**src/rtl/wb_arbiter.sv**
```systemverilog
// ---------------------------------------------------------------------------
// wb_arbiter
// Register-file write-back arbiter. Single-cycle ALU results always own the
// write port. Long-latency results (load/mult/div) wait in a small FIFO and
// drain through the port whenever the ALU is not writing. Hazard outputs
// tell decode whether a queued write is still pending to one of its sources.
//
// Optional feature macro: WB_BYPASS_EN
//   When defined, a long-latency result that arrives while the queue is
//   empty and the ALU is not writing goes straight to the register file in
//   the same cycle instead of being enqueued.
//
// Parameters
//   DEPTH      queue entries (2, 4 or 8)
// Ports
//   clk        clock, all state changes on its rising edge
//   rst_n      asynchronous active-low reset
//   alu_valid  ALU result present this cycle (never stalled)
//   alu_rd     ALU destination register
//   alu_wd     ALU result data
//   lng_valid  long-latency result offered
//   lng_ready  queue can accept a long-latency result this cycle
//   lng_rd     long-latency destination register
//   lng_wd     long-latency result data
//   rf_wr      register-file write enable
//   rf_a3      register-file write address
//   rf_wd      register-file write data
//   chk_a1/2   source registers of the instruction in decode
//   hit1/2     a queued write is pending to chk_a1 / chk_a2
//   q_count    number of valid queue entries
// ---------------------------------------------------------------------------
module wb_arbiter #(
    parameter int DEPTH = 4
) (
    input  logic                       clk,
    input  logic                       rst_n,
    input  logic                       alu_valid,
    input  logic [4:0]                 alu_rd,
    input  logic [31:0]                alu_wd,
    input  logic                       lng_valid,
    output logic                       lng_ready,
    input  logic [4:0]                 lng_rd,
    input  logic [31:0]                lng_wd,
    output logic                       rf_wr,
    output logic [4:0]                 rf_a3,
    output logic [31:0]                rf_wd,
    input  logic [4:0]                 chk_a1,
    input  logic [4:0]                 chk_a2,
    output logic                       hit1,
    output logic                       hit2,
    output logic [$clog2(DEPTH):0]     q_count
);

    localparam int PW = $clog2(DEPTH);
    localparam int CW = PW + 1;

    logic [PW-1:0] r_head;
    logic [PW-1:0] r_tail;
    logic [CW-1:0] r_count;
    logic [4:0]    r_rdMem [DEPTH];
    logic [31:0]   r_wdMem [DEPTH];

    logic w_aluWr;
    logic w_xfer;
    logic w_push;
    logic w_pop;
    logic w_bypass;
    logic w_hit1;
    logic w_hit2;

    // Ready depends only on the registered count, so a full queue refuses a
    // push even when it pops in the same cycle. Forced low during reset.
    assign lng_ready = rst_n && (r_count != CW'(DEPTH));
    assign w_xfer    = lng_valid && lng_ready;
    assign w_aluWr   = alu_valid && (alu_rd != 5'd0);
    assign w_pop     = !w_aluWr && (r_count != '0);

`ifdef WB_BYPASS_EN
    assign w_bypass  = w_xfer && (lng_rd != 5'd0) && !w_aluWr && (r_count == '0);
`else
    assign w_bypass  = 1'b0;
`endif

    // Writes to x0 are acknowledged but never stored.
    assign w_push    = w_xfer && (lng_rd != 5'd0) && !w_bypass;

    assign q_count   = r_count;

    // Write-port priority: ALU first, then the queue head, then the bypass
    // path. Everything is zero while reset is held.
    always_comb begin
        rf_wr = 1'b0;
        rf_a3 = 5'd0;
        rf_wd = 32'd0;
        if (rst_n) begin
            if (w_aluWr) begin
                rf_wr = 1'b1;
                rf_a3 = alu_rd;
                rf_wd = alu_wd;
            end else if (r_count != '0) begin
                rf_wr = 1'b1;
                rf_a3 = r_rdMem[r_head];
                rf_wd = r_wdMem[r_head];
            end else if (w_bypass) begin
                rf_wr = 1'b1;
                rf_a3 = lng_rd;
                rf_wd = lng_wd;
            end
        end
    end

    // An entry is live when its distance from the head (mod DEPTH) is below
    // the count. The entry being accepted this cycle is not yet counted,
    // while the head being popped still is until the edge.
    always_comb begin
        logic [PW-1:0] off;
        off    = '0;
        w_hit1 = 1'b0;
        w_hit2 = 1'b0;
        for (int i = 0; i < DEPTH; i++) begin
            off = PW'(i) - r_head;
            if ({1'b0, off} < r_count) begin
                if (r_rdMem[i] == chk_a1) w_hit1 = 1'b1;
                if (r_rdMem[i] == chk_a2) w_hit2 = 1'b1;
            end
        end
    end

    assign hit1 = rst_n && (chk_a1 != 5'd0) && w_hit1;
    assign hit2 = rst_n && (chk_a2 != 5'd0) && w_hit2;

    // Pointers and count; power-of-two DEPTH makes pointer wrap natural.
    always_ff @(posedge clk or negedge rst_n) begin
        if (!rst_n) begin
            r_head  <= '0;
            r_tail  <= '0;
            r_count <= '0;
        end else begin
            if (w_pop)  r_head <= r_head + PW'(1);
            if (w_push) r_tail <= r_tail + PW'(1);
            r_count <= r_count + CW'(w_push) - CW'(w_pop);
        end
    end

    // Queue storage needs no reset; the count decides what is valid.
    always_ff @(posedge clk) begin
        if (w_push) begin
            r_rdMem[r_tail] <= lng_rd;
            r_wdMem[r_tail] <= lng_wd;
        end
    end

endmodule

```
**config.mk**
```make
export PLATFORM = sky130hd
export DESIGN_NAME = wb_arbiter
export DESIGN_NICKNAME = d
export VERILOG_FILES = /design/src/rtl/wb_arbiter.sv
export SDC_FILE = /design/constraint.sdc
export NUM_CORES = 1
export LEC_CHECK = 0
export CORE_MARGIN = 2
export CORE_UTILIZATION = 53
export CTS_CLUSTER_SIZE = 25
export DETAILED_ROUTE_END_ITERATION = 10
export GPL_ROUTABILITY_DRIVEN = 1
export PLACE_DENSITY = 0.92
export SYNTH_ARGS = -nofsm -noshare
export SYNTH_HDL_FRONTEND = slang
export SYNTH_SLANG_ARGS = --single-unit
```
**constraint.sdc**
```tcl
create_clock -name clk -period 5.1 [get_ports clk]
set_input_delay 0.765 -clock clk [delete_from_list [all_inputs] [get_ports clk]]
set_output_delay 0.765 -clock clk [all_outputs]
set_load 0.03 [all_outputs]
```
# Word-level counts from Yosys, hierarchy flattened
# Memory sizes are Yosys's and may differ from the RTL's.
# Index checks and enable logic that the tools add are counted.
# totals
ram_bits	148
elab_cells	68
ff_bits	7
romBits	0
mem_count	2
latch_bits	0
inputBits	88
# memory_table
name	words	word_bits	read_ports	rd_clocked_by_memory_dff	write_ports	line	rtl
r_wdMem	4	32	1	0	1	61	logic [31:0] r_wdMem [DEPTH];
r_rdMem	4	5	5	0	1	60	logic [4:0] r_rdMem [DEPTH];
# op_classes
n_mul	0
addsub	8
magnitude_cmp	4
div_mod_pow	0
n_eq_ne	9
shift	0
n_bitwise	0
n_mux	27
n_reduce_logical	15
# op_table
op	n
$mux 32	3
$eq 5x5->1	8
$mux 1	21
$reduce_bool 5->1	4
$mux 5	3
$lt 2x3->1	4
$logic_and 1x1->1	9
$add 2x1->2 const B	2
$sub 1x2->2 const A	2
$sub 2x2->2 const A	2
$add 3x1->3	1
$ne 3x3->1 const B	1
$reduce_bool 3->1	1
$sub 3x1->3	1
$logic_not 1->1	1

# Depth between registers and ports, before layout
# An unclocked memory read counts as a cell.
# logic_depth
depth_word	11
depth_mapped	10
ltp_nobuf	10

# Worst setup path before layout
# OpenSTA, ideal clock, no wires.
# synth_path
kind	input to register
startpoint	in rst_n
endpoint	mem r_rdMem[0][0], enable pin
path_buffers	0
arrival_time_ps	2969
slack_ps	1733
stages	4
required_time_ps	4702
path_cell_list	a21boi_0 > nand2_1 > a21oi_1 > and2_1
# synth_via
elab_chain_cells	5
# synth_lines
item	line	rtl
from (decl)	36	input logic rst_n,
$logic_and 1x1->1	73	assign lng_ready = rst_n && (r_count != CW'(DEPTH));
$logic_and 1x1->1	74	assign w_xfer = lng_valid && lng_ready;
$logic_and 1x1->1	85	assign w_push = w_xfer && (lng_rd != 5'd0) && !w_bypass;
$mux 1	147	if (w_push) begin
$mux 1 (not written as such)	148	r_rdMem[r_tail] <= lng_rd;
to (decl)	60	
# No other way between the ends.

# Worst setup path in the final report
# layout_path
startpoint	in alu_rd[0]
endpoint	out rf_wd[8]
# layout_via
elab_chain_cells	4
# layout_lines
item	line	rtl
from (decl)	38	input logic [4:0] alu_rd,
$reduce_bool 5->1	75	assign w_aluWr = alu_valid && (alu_rd != 5'd0);
$logic_and 1x1->1	75	
$mux 32	96	if (w_aluWr) begin
$mux 32	95	if (rst_n) begin
to (decl)	46	output logic [31:0] rf_wd,
# No other way between the ends.

==> results by stage <==
Pwr:
- The proportion of total power due to net switching is 32.7%.
- The internal portion of the total power is 2.83 mW.
- The clock network accounts for 27.5% of the total power.
- The portion of total power attributed to combinational logic is 32.9%.
- The total power is 4.20 mW.
- In this run the power density over the cells is 474 nW/µm².
- The part of the total power dissipated in sequential elements is 39.6%.
- The analysis attributes to cell leakage a power of 3.03 nW.
- The net switching power is 1.37 mW.
- The peak ir drop on the vdd network is 0.297 mV.

Setup path:
- In this run the worst path has a maximum fanout of 16.
- The kind of start point of the critical path is an input pin.
- The worst path arrival time is 3200 ps.
- Data on the critical path is required at its endpoint by 4340 ps.
- The critical path in this run is classified as input pin to output port.
- The category of the worst setup path capture point is an output port.

Synthesis:
- For this run, the number of Yosys warnings is 0.
- The post-synth net total is 514.
- The post-synth design cell area is 7000 µm².
- The synthesized netlist contains 33 unique library cells.
- For this run, the register share of the synthesized area comes to 66.0%.
- The number of instances in the synthesized netlist is 415.
- The mean area per synthesized cell is 16.9 µm².
- After synthesis the netlist holds a flip-flop and latch count of 155.

Placed design:
- The number of I/O port buffers is 131.
- The placed instances occupy a cell area of 8330 µm².
- The weighted congestion reported at the end of routability-driven placement is 0.882.
- The post-DP HPWL is 9.96 mm.
- The instance count after placement with tap cells included is 692.
- Prior to clock tree synthesis, the placed netlist has a worst setup slack of 1170 ps.

Timing:
- The hold slack is 394 ps.
- The slew at the pin closest to its max-slew limit is 1040 ps.
- The portion of the clock cycle consumed by the worst path in the final layout is 77.7%.
- The total of endpoints with negative setup slack in the final report is 0.
- Static timing analysis puts the maximum clock frequency at 252 MHz.
- The clock period minus final worst setup slack is 3970 ps.
- The final max-slew violation count is 0.
- The final setup skew is 6.74 ps.
- Setup repair after global routing left no endpoint under its margin.
- The worst path meets setup with 1130 ps of slack.
- The worst relative slew slack is 30.9%.
- Adding up every negative setup slack in the final design gives 0 ps.
- The hold violation total from the final report came to 0.

Clock network:
- The number of levels the H-tree was split into is 4.
- The clock tree root driver cell is clkbuf_16.
- In this run, post-CTS hold repair placed 0 buffers.
- The number of clock buffers added by TritonCTS is 17.
- The clock transition at the registers of the reported paths is 60 ps.
- The deepest clock path buffer count is 2.
- Counting every sink on the clock net gives 155.
- The post-CTS repair timing setup buffer count is 0.
- The clock latency on the worst-skew pair is 420 ps.
- TritonCTS built the clock tree.
- The number of gates given a new drive strength after cts is 0.

Route:
- For this block, the routed nets add up to 15.6 mm of wire.
- In the final routed layout, each cell accounts on average for 21.5 µm.
- The ratio of routed vias to standard cells is 5.71.
- The number of vias in the routed layout is 4135.
- The first-pass iteration count of the detailed router is 5.
- The count of antenna-violating nets left after detailed routing is 0.
- The DRC violation count after routing is 0.
- The detailed router finished its first iteration with 246 violations.

Cells and area:
- Leaving out fill and tap cells, the most frequent cell in the layout is edfxtp_1.
- The final layout net count is 638.
- The area added between synthesis and finish is 26.8%.
- Leaving out fill and tap cells, the most frequent cells in the layout are 148 x edfxtp_1, 93 x clkdlybuf4s50_1, 43 x buf_4.
- For this run, the number of standard cells in the final layout without fillers is 724.
- The number of antenna diodes in the final layout is 0.
- With fillers left out, the area of the finished cells amounts to 8870 µm².
- The fraction of final layout cells with drive strength greater than 1 is 21.7%.
- The core occupancy in the finished layout is 69.4%.

GRT:
- The global-route wire length before repair is 23.9 mm.
- The total overflow left after global routing is 0.
- Entering global routing, the biggest net connects 49 pins.
- The number of antenna violations at the first check in global routing is 1.
- The number of global-route vias before repair was 4385.
- For this run, the total global-route usage over all layers was measured as 22.9%.

Die:
- 132 I/O pins were placed.
- Measured along the y axis, the die boundary spans 119 µm.
- The initial core utilization is 54.8%.
- The number of core rows is 41.
- The die covers 14100 µm².
- The die is 119 µm wide.
- The region available for standard cell placement spans 12800 µm².

Flow run:
- The max-capacitance violation count is 0.

Status:
- The flow ran to the end, and the final reports show no timing, DRC or antenna violations.

Min path:
- The worst hold path belongs to the class input pin to async pin.
-- routing by layer --
metal	global-route usage, %	part of all wire (%)
met4	7.96	2.3
met1	28.5	41
met5	0	0.083
met2	38.8	50
met3	6.37	6.5
-- power by group through the flow --
stage               clock [mW]  sequential (mW)  combinational (mW)
detailed placement           0             1.69                1.39
CTS                       1.17             1.66                1.40
global placement             0             1.67                1.35
global route              1.22             1.68                1.48
finish                    1.15             1.66                1.38
floorplan                    0             1.66               0.961
-- critical path, stage by stage --
cell and delay (ps):
clkdlybuf4s50_1 430, or4_1 530, o21a_1 320, nor2_4 400, buf_4 290, a22oi_1 90, nor2b_1 160, buf_4 190
-- layout make-up --
class | count | area [µm²]
sequential | 155 | 4620
multi-input combinational | 220 | 2200
tap | 172 | 215
timing repair buffer | 137 | 1260
fill | 812 | 3900
clock inverter | 14 | 115
clock buffer | 18 | 429
inverter | 8 | 30.0
-- cells in the mapped netlist --
library cell	n	area share [%]
o41a_1	1	0.16
xnor2_1	23	2.9
o221a_2	1	0.16
a22oi_1	37	4.0
nor4_1	2	0.18
buf_6	2	0.32
edfxtp_1	148	64
mux4_2	37	12
nor2_1	7	0.38
o211ai_1	2	0.21
a21boi_0	1	0.11
buf_2	5	0.36
nor2_4	1	0.16
inv_1	8	0.43
buf_4	3	0.32
o21a_1	1	0.11
ha_1	10	1.8
a21oi_1	5	0.36
nand3_1	7	0.50
dfrtp_1	7	2.5
buf_1	4	0.21
o311a_1	1	0.14
nand2_1	4	0.21
mux2_2	1	0.16
or4_1	2	0.21
clkbuf_1	18	0.97
nand2b_1	1	0.089
nor3_1	8	0.57
o22ai_1	3	0.27
xor2_1	23	2.9
and2_1	4	0.36
nor2b_1	37	3.3
fa_1	1	0.29
-- logic make-up (layout without fill, tap and decap cells) --
group / count (synthesis) / after routing / synth area share, %
AOI/OAI and AO/OA: 52 / 52 / 5.49
xor gates and xnor gates: 46 / 46 / 5.76
adders and majority gates: 11 / 11 / 2.07
buffers and inverters: 40 / 177 / 2.61
DFF: 155 / 155 / 66.0
muxes: 38 / 38 / 12.1
and+or+nand+nor: 73 / 73 / 5.97
-- worst paths after layout --
path	start	end	slack, ps	cells past startpoint
min in group clk	r_tail[1]$_DFFE_PN0P_	r_tail[1]$_DFFE_PN0P_	600	1
min	rst_n	q_count[1]$_DFF_PN0_	390	2
max in group asynchronous	rst_n	r_head[0]$_DFFE_PN0P_	4350	2
max reg2reg	q_count[2]$_DFF_PN0_	r_wdMem[1][17]$_DFFE_PP_	2390	4
min reg2reg	r_tail[1]$_DFFE_PN0P_	r_tail[1]$_DFFE_PN0P_	600	1
max	alu_rd[0]	rf_wd[8]	1130	8
-- registers in the layout, summed over array words and instances, names as in the netlist --
name     count
r_head       2
r_tail       2
r_wdMem    128
r_rdMem     20
q_count      3
No activity file was read; power rests on OpenSTA's default activity.
